## config.mk

```make
export PLATFORM = sky130hd
export DESIGN_NAME = laser_search_ctrl
export DESIGN_NICKNAME = d
export VERILOG_FILES = /design/src/rtl/laser_search_ctrl.sv
export SDC_FILE = /design/constraint.sdc
export NUM_CORES = 1
export LEC_CHECK = 0
export ABC_AREA = 1
export BUFFER_PORTS_ARGS = -buffer_cell sky130_fd_sc_hd__buf_2
export CAP_MARGIN = 20
export CELL_PAD_IN_SITES_DETAIL_PLACEMENT = 2
export CELL_PAD_IN_SITES_GLOBAL_PLACEMENT = 2
export CORE_MARGIN = 2
export CORE_UTILIZATION = 39
export DETAILED_ROUTE_END_ITERATION = 7
export GPL_TIMING_DRIVEN = 0
export PLACE_DENSITY = 0.9
export SYNTH_ARGS = -nofsm -noshare
export SYNTH_HDL_FRONTEND = slang
export SYNTH_SLANG_ARGS = --single-unit
```

## constraint.sdc

```tcl
create_clock -name CLK -period 15.3 [get_ports CLK]
set_input_delay 3.06 -clock CLK [delete_from_list [all_inputs] [get_ports CLK]]
set_output_delay 3.06 -clock CLK [all_outputs]
set_load 0.01 [all_outputs]
```

## src/rtl/laser_search_ctrl.sv

```systemverilog
// laser_search_ctrl: alternating two-centre coverage search over a 16x16 grid.
module laser_search_ctrl #(
    parameter int NPT       = 40,
    parameter int RADIUS_SQ = 16,
    parameter int MAX_PASS  = 4
) (
    input  logic       CLK,
    input  logic       RST_N,
    input  logic       START,
    output logic [5:0] RD_ADDR,
    input  logic [3:0] RD_X,
    input  logic [3:0] RD_Y,
    output logic [3:0] C1X,
    output logic [3:0] C1Y,
    output logic [3:0] C2X,
    output logic [3:0] C2Y,
    output logic [5:0] COVER,
    output logic       BUSY,
    output logic       DONE
);
    typedef enum logic [2:0] {IDLE, SCAN1, SCAN2, CHECK, FIN} state_t;

    state_t     state, state_nx;
    logic [5:0] idx, acc, best, prev_cover, best_nx;
    logic [7:0] cand, pass;
    logic [3:0] best_x, best_y, best_x_nx, best_y_nx, fix_x, fix_y;
    logic       c2v, scan, accum, last, fix_v, hit, upd, fin_ok;

    function automatic logic covered(input logic [3:0] ax, ay, bx, by);
        logic [7:0] dx, dy;
        dx = {4'd0, (ax >= bx) ? ax - bx : bx - ax};
        dy = {4'd0, (ay >= by) ? ay - by : by - ay};
        return ({1'b0, dx * dx} + {1'b0, dy * dy}) <= 9'(RADIUS_SQ);
    endfunction

    assign scan      = state == SCAN1 || state == SCAN2;
    assign accum     = scan && idx < 6'(NPT);
    assign last      = scan && !accum && cand == 8'hFF;
    assign RD_ADDR   = accum ? idx : 6'd0;
    // SCAN1 holds C2 fixed (only once it exists); SCAN2 always holds C1 fixed
    assign fix_x     = state == SCAN1 ? C2X : C1X;
    assign fix_y     = state == SCAN1 ? C2Y : C1Y;
    assign fix_v     = state == SCAN2 || c2v;
    assign hit       = covered(RD_X, RD_Y, cand[3:0], cand[7:4]) ||
                       (fix_v && covered(RD_X, RD_Y, fix_x, fix_y));
    assign upd       = acc > best;
    assign best_nx   = upd ? acc : best;
    assign best_x_nx = upd ? cand[3:0] : best_x;
    assign best_y_nx = upd ? cand[7:4] : best_y;
    assign fin_ok    = COVER == prev_cover || pass == 8'(MAX_PASS);

    always_ff @(posedge CLK or negedge RST_N) begin
        if (!RST_N) state <= IDLE;
        else        state <= state_nx;
    end

    always_comb begin
        state_nx = state;
        case (state)
            IDLE:    state_nx = START ? SCAN1 : IDLE;
            SCAN1:   state_nx = last ? SCAN2 : SCAN1;
            SCAN2:   state_nx = last ? CHECK : SCAN2;
            CHECK:   state_nx = fin_ok ? FIN : SCAN1;
            default: state_nx = IDLE;
        endcase
    end

    always_ff @(posedge CLK or negedge RST_N) begin
        if (!RST_N) begin
            idx <= '0; acc <= '0; best <= '0; prev_cover <= '0;
            cand <= '0; pass <= '0; best_x <= '0; best_y <= '0; c2v <= 1'b0;
            C1X <= '0; C1Y <= '0; C2X <= '0; C2Y <= '0; COVER <= '0;
            BUSY <= 1'b0; DONE <= 1'b0;
        end else begin
            DONE <= state == FIN;
            if (state == IDLE && START) begin
                BUSY <= 1'b1; pass <= 8'd1; c2v <= 1'b0; prev_cover <= '0;
                idx <= '0; cand <= '0; acc <= '0; best <= '0;
            end
            if (accum) begin
                acc <= acc + 6'(hit);
                idx <= idx + 6'd1;
            end else if (scan) begin
                acc    <= '0;
                idx    <= '0;
                cand   <= cand + 8'd1;
                best   <= last ? 6'd0 : best_nx;
                best_x <= best_x_nx;
                best_y <= best_y_nx;
                if (last && state == SCAN1) begin
                    C1X <= best_x_nx; C1Y <= best_y_nx; c2v <= 1'b1;
                end
                if (last && state == SCAN2) begin
                    C2X <= best_x_nx; C2Y <= best_y_nx; COVER <= best_nx;
                end
            end
            if (state == CHECK && !fin_ok) begin
                prev_cover <= COVER;
                pass       <= pass + 8'd1;
            end
            if (state == FIN) BUSY <= 1'b0;
        end
    end
endmodule

```

### After elaboration in Yosys (flattened, before gate mapping)

Index checks and enable logic that the tools add are counted.

* flip-flop bits (word level): 76
* latch bits: 0
* RAM bits: 0
* bits in read-only memories: 0
* input port bits: 11
* output and inout bits: 30
* word-level logic and storage cells: 107
* memories kept: 0

* $add $sub $neg: 14
* multiply operators: 4
* divide/modulo/power cells: 0
* $lt $le $gt $ge: 8
* equality and inequality tests: 7
* shifts and indexed selects: 0
* muxes and demuxes: 35
* bitwise gates (word level): 1
* reduce and logical (&&, ||, !) cells: 21

Operator list (count)
* two-way mux 6 bit: 11
* two-way mux 8 bit: 5
* multiplier 4 x 4 -> 8 bit: 4
* two-way mux 4 bit: 8
* subtractor 4 bit: 8
* adder 8 x 8 -> 9 bit: 2
* less-or-equal comparator 9 x 5 -> 1 bit, second input constant: 2
* adder 8 x 1 -> 8 bit, second input constant: 2
* >= comparator 4 bit: 4
* one-hot mux 3 bit (4 select lines): 1
* == test 8 x 3 -> 1 bit, second input constant: 1
* == test 8 bit, second input constant: 1
* logical AND 1 bit: 8
* two-way mux 1 bit: 8
* adder 6 x 1 -> 6 bit: 1
* adder 6 x 1 -> 6 bit, second input constant: 1
* == test 3 x 2 -> 1 bit, second input constant: 2
* == test 6 bit: 1
* > comparator 6 bit: 1
* less-than comparator 6 bit, second input constant: 1
* AND reduction 3 bit: 2
* logical OR 1 bit: 4
* nonzero test 2 bit: 2
* == test 3 x 1 -> 1 bit, second input constant: 1
* other kinds (8): 9

### Depth between registers and ports, before layout

* word-level depth: 11
* gate-level depth with buffers: 33

### Least setup slack after synthesis

Ideal clock, no wire load.

* kind: input port to flip-flop
* start: in RD_X[0]
* end: reg acc[4]
* setup time: 0.129 ns
* data arrival time: 8.238 ns
* required time: 15.171 ns
* setup slack: 6.933 ns
* cell stages on the path: 29
* path buffers: 0
* cell sequence: inv_1 > ha_1 > inv_1 > fa_1 > nand2_1 > nand3_1 > a21oi_1 > inv_1 > o21ai_0 > nand2_1 > nor2_1 > fa_1 > inv_1 > fa_1 > fa_1 > inv_1 > fa_1 > ha_1 > fa_1 > nand2_1 > o21ai_0 > nor3_1 > nand3_1 > o21ai_0 > ha_1 > ha_1 > nand3_1 > xor2_1 > o22ai_1

* word-level cells in the longest chain between the ends: 9
* elaborated cells between the ends (all ways): 18

RTL lines
* start, declared: line 11 `input logic [3:0] RD_X,`
* subtractor 4 bit or >= comparator 4 bit (tied branches): line 31 `dx = {4'd0, (ax >= bx) ? ax - bx : bx - ax};`
* two-way mux 4 bit: line 31
* multiplier 4 x 4 -> 8 bit: line 33 `return ({1'b0, dx * dx} + {1'b0, dy * dy}) <= 9'(RADIUS_SQ);`
* adder 8 x 8 -> 9 bit: line 33
* less-or-equal comparator 9 x 5 -> 1 bit: line 33
* logical AND 1 bit: line 45 `(fix_v && covered(RD_X, RD_Y, fix_x, fix_y));`
* logical OR 1 bit (*): line 44 `assign hit = covered(RD_X, RD_Y, cand[3:0], cand[7:4]) ||`
* adder 6 x 1 -> 6 bit (*): line 81 `acc <= acc + 6'(hit);`
* two-way mux 6 bit (*): line 80 `if (accum) begin`
* end signal, assigned: line 81
* end, declared: line 24 `logic [5:0] idx, acc, best, prev_cover, best_nx;`

Mark *: on every way between the ends. The rest lies on a longest branch, timed or not.
A chain may end at the register's enable or synchronous reset.

### Worst setup path after layout

* start: in RD_X[2]
* end: reg acc[4]

The elaborated chain is that of the path after synthesis.

==> implementation parameters <==
Parameter                              Value

Status
  Result of the run ... finished, final reports clean

Critical path
  CP Class ... in -> reg
  Cell family contributing the most delay on the critical path ... adder cells
  Slowest cell on the critical path ... sky130_fd_sc_hd__o21ai_0
  Required time of the worst setup path ... 15.57 ns
  Dominant cell type by count on the critical path ... sky130_fd_sc_hd__fa_1
  Reg-to-reg slack, setup ... ~7.0 ns
  Signal arrival time at the worst endpoint ... a little under 10 ns
  Crit path largest cell delay ... between 0.6 and 0.7 ns
  Number of buffer and inverter instances along the worst setup path ... 6
  Crit path launch ... RD_X[2]
  CP endpoint kind ... flop
  Launch instance of the worst register-to-register path ... state[1]
  Maximum fanout along the worst path ... 8
  CP Launch Type ... input port

Clocking
  Hold buffer count at cts ... 0
  Setup Fix Bufs, Post-CTS ... 0
  Number of buffers on the longest clock path ... 2
  # clock sinks ... 76
  Post-CTS sizing ... 0
  CTS tree ... done
  Number of CTS-inserted buffers ... 9
  Clock slew at the register clock pins of the worst setup and hold paths ... about 0.060 ns
  CTS H-tree depth ... 3
  Cell at the root of the clock tree ... sky130_fd_sc_hd__clkbuf_16
  Clock network latency to the later pin of the worst-skew pair ... around 0.35 ns

STA
  Worst slew slack as a fraction of its limit ... 47.3%
  F_max ... about 110 MHz
  Fin Clk Skew ... between 0.01 and 0.015 ns
  Number of failing setup endpoints in the final timing report ... 0
  Final hold vios ... 0
  Minimum clock period ... approximately 9.4 ns
  Share of the clock period used by the worst path after layout ... between 60% and 70%
  Actual transition at the worst max-transition pin ... roughly 0.78 ns
  TNS Setup ... 0 ns
  Pins over their slew limit ... 0
  Setup repair after global routing missed its margin ... no

Detailed routing
  Pre-antenna DRT Iters ... 5
  Vias post-DR ... ~6100
  Avg Vias per Cell ... roughly 5.3
  Total Wirelength ... ~23000 um
  Number of DRC violations after detailed-routing iteration 0 ... about 300
  Routed wire length per instance ... between 20 and 25 um
  DRC violation count after routing ... 0
  Antenna violation net count after detailed routing ... 0

Cells and area
  Layout Nets ... 1039
  Fill cell count ... about 2000
  Number of antenna cells inserted ... 0
  Area Overhead vs Synth ... 12.9%
  Fraction of layout cells with a size suffix above 1 ... under 10%

Floorplanning
  Area of the die ... between 15000 and 20000 sq um
  Die span in y ... roughly 130 um
  Core Rows ... 47
  # IOs ... 41
  Initial cell density of the core ... 39.7%
  Core outline area ... between 15000 and 20000 sq um
  Die width ... approximately 130 um

Synth
  Instance count of the mapped netlist ... 870
  Avg Inst Size Synth ... around 7.5 sq um
  Post-synthesis share of cell area spent on full adders, half adders and majority gates ... a little under a quarter
  Share of cell area taken by muxes after synthesis ... less than 1%
  Syn nets ... between 900 and 1000
  Count of different cell masters after synthesis ... 35
  Area fraction in compound gates after synthesis ... 6.08%
  Register area share after synthesis ... just under 30%
  Post-synthesis cell area ... ~6600 sq um
  Simple-gate portion of the synthesized area ... between 20 and 30%
  Combinational family with the most area after synthesis ... simple AND/OR/NAND/NOR gates
  Yosys Warn Count ... 0
  Register bit count reported by yosys ... 76
  Synthesized-area fraction occupied by xor and xnor cells ... 2.80%

Global routing
  Via count of the first global-routing pass ... 7126
  Antenna violations before repair ... 0
  GRT Residual Overflow ... 0
  Global-route wire length before repair ... about 38000 um
  All-Layer GR Usage ... 27.6%
  Pin count of the biggest net entering global routing ... 66

Placement
  Half-perimeter wire length of the detailed placement result ... approximately 17000 um
  Total of buffers placed on input and output ports ... 40
  Routability cong. ... 0.779

Power
  Worst IR drop on VDD ... 0.0000701 V
  Leak ... about 4.2 nW
  Post-layout power ... about 0.0007 W
  Power density over cell area ... 97.2 nW/um^2

Min path
  HP Start ... best[2]
  Hold WC Path Type ... reg -> reg

Job
  Max capacitance violation total ... 0
==> flip-flops by register name (all words and copies together) (netlist names) <==
| name | cells |
|---|---|
| DONE | 1 |
| COVER | 6 |
| cand | 8 |
| C1X | 4 |
| pass | 8 |
| prev_cover | 6 |
| best_x | 4 |
| c2v | 1 |
| best_y | 4 |
| state | 3 |
| acc | 6 |
| BUSY | 1 |
| C2X | 4 |
| C2Y | 4 |
| idx | 6 |
| best | 6 |
| C1Y | 4 |
==> layout by cell type (no fill, tap or decap), types with 2 or more instances in the layout <==
cell	netlist	layout
sky130_fd_sc_hd__buf_4	1	2
sky130_fd_sc_hd__xnor2_1	10	10
sky130_fd_sc_hd__a31oi_1	3	3
sky130_fd_sc_hd__inv_2	2	2
sky130_fd_sc_hd__clkinv_4	0	2
sky130_fd_sc_hd__a21oi_1	21	21
sky130_fd_sc_hd__xor2_1	11	11
sky130_fd_sc_hd__o21ai_0	34	34
sky130_fd_sc_hd__dfrtp_1	76	76
sky130_fd_sc_hd__inv_1	156	156
sky130_fd_sc_hd__clkbuf_1	7	8
sky130_fd_sc_hd__ha_1	76	76
sky130_fd_sc_hd__o22ai_1	6	6
sky130_fd_sc_hd__nand3_1	115	115
sky130_fd_sc_hd__o31ai_1	2	2
sky130_fd_sc_hd__nand2_4	3	3
sky130_fd_sc_hd__nor2_1	56	56
sky130_fd_sc_hd__nand3b_1	7	7
sky130_fd_sc_hd__clkbuf_16	0	9
sky130_fd_sc_hd__mux2i_1	2	2
sky130_fd_sc_hd__fa_1	30	30
sky130_fd_sc_hd__nand2_2	2	2
sky130_fd_sc_hd__nand2_1	213	213
sky130_fd_sc_hd__bufinv_16	0	3
sky130_fd_sc_hd__nand4_1	7	7
sky130_fd_sc_hd__nor3_1	6	6
sky130_fd_sc_hd__o21bai_1	5	5
sky130_fd_sc_hd__buf_2	9	48
==> worst min-delay path: stages (launching register included) <==
cell,delay (ns)
sky130_fd_sc_hd__dfrtp_1,0.35
sky130_fd_sc_hd__nand2_1,0.06
sky130_fd_sc_hd__nand2_1,0.05
==> worst paths after layout <==
| kind | end | depth (start not counted) |
|---|---|---|
| hold / removal | best[2] | 2 |
| setup / recovery | acc[4] | 28 |
| min in group asynchronous | pass[7] | 1 |
| max in group asynchronous | C2X[1] | 2 |
| setup reg to reg | acc[4] | 30 |
| hold reg to reg | best[2] | 2 |
==> per-layer routing <==
metal	global-route usage (%)	part of all wire (%)
met5	0	0
met4	10.8	3.1
met1	31.0	40
met3	3.61	2.7
met2	52.4	54
==> synth_stat cells <==
library cell / count / area (sq um)
sky130_fd_sc_hd__nand3b_1: 7 / 52.6
sky130_fd_sc_hd__mux2i_1: 2 / 20.0
sky130_fd_sc_hd__nand4_1: 7 / 43.8
sky130_fd_sc_hd__a31oi_1: 3 / 18.8
sky130_fd_sc_hd__o31ai_1: 2 / 15.0
sky130_fd_sc_hd__inv_2: 2 / 7.51
sky130_fd_sc_hd__buf_2: 9 / 45.0
sky130_fd_sc_hd__buf_6: 1 / 11.3
sky130_fd_sc_hd__nor3_1: 6 / 30.0
sky130_fd_sc_hd__nor2_4: 1 / 11.3
sky130_fd_sc_hd__dfrtp_1: 76 / 1900
sky130_fd_sc_hd__o21bai_1: 5 / 37.5
sky130_fd_sc_hd__ha_1: 76 / 951
sky130_fd_sc_hd__nor2_8: 1 / 20.0
sky130_fd_sc_hd__buf_4: 1 / 7.51
sky130_fd_sc_hd__nor2_1: 56 / 210
sky130_fd_sc_hd__o21a_1: 1 / 7.51
sky130_fd_sc_hd__or2_2: 1 / 6.26
sky130_fd_sc_hd__inv_1: 156 / 586
sky130_fd_sc_hd__o211ai_1: 1 / 7.51
sky130_fd_sc_hd__nor2_2: 1 / 6.26
sky130_fd_sc_hd__xnor2_1: 10 / 87.6
sky130_fd_sc_hd__buf_1: 1 / 3.75
sky130_fd_sc_hd__fa_1: 30 / 601
sky130_fd_sc_hd__xor2_1: 11 / 96.3
sky130_fd_sc_hd__nand3_1: 115 / 576
sky130_fd_sc_hd__nand2_4: 3 / 33.8
sky130_fd_sc_hd__o22ai_1: 6 / 37.5
sky130_fd_sc_hd__nand3_2: 1 / 10.0
sky130_fd_sc_hd__o21ai_0: 34 / 170
sky130_fd_sc_hd__nand2_1: 213 / 800
sky130_fd_sc_hd__inv_4: 1 / 6.26
sky130_fd_sc_hd__nand2_2: 2 / 12.5
sky130_fd_sc_hd__clkbuf_1: 7 / 26.3
sky130_fd_sc_hd__a21oi_1: 21 / 105
==> power breakdown <==
part	internal [W]	total, W	switching [W]
sequential	0.000203	0.000206	0.00000235
clock	0.000160	0.000252	0.0000922
combinational	0.000103	0.000263	0.000159
total	0.000466	0.000720	0.000254
==> cells by family after synthesis <==
| group | after synthesis |
|---|---|
| AO/OA/AOI/OAI | 73 |
| multiplexers | 2 |
| adder cells (fa/ha/maj) | 106 |
| XOR/XNOR | 21 |
| buffers and inverters | 178 |
| flip-flops | 76 |
| AND/OR/NAND/NOR | 414 |
==> per-stage QoR <==
stage,util [%],hold slack [ns],area (sq um),setup WS (ns),std cells
after floorplan,-,0.443,6560,6.93,870
after CTS,44.8,0.491,7410,5.94,1147
final,44.8,0.487,7410,5.90,1147
after detailed placement,42.8,0.474,7070,5.69,1131
after global placement,42.6,0.462,7040,5.81,1130
after global routing,44.8,0.499,7410,5.52,1147
==> cell type report <==
class | count | area (sq um) | area share, %
sequential | 76 | 1900 | 25.7
inverter | 159 | 599 | 8.09
multi-input combinational | 616 | 3970 | 53.5
timing repair buffer | 41 | 230 | 3.11
tap | 220 | 275 | 3.72
clock buffer | 10 | 229 | 3.09
clock inverter | 6 | 113 | 1.52
buffer | 19 | 93.8 | 1.27
Power figures use the tool's default switching activity.
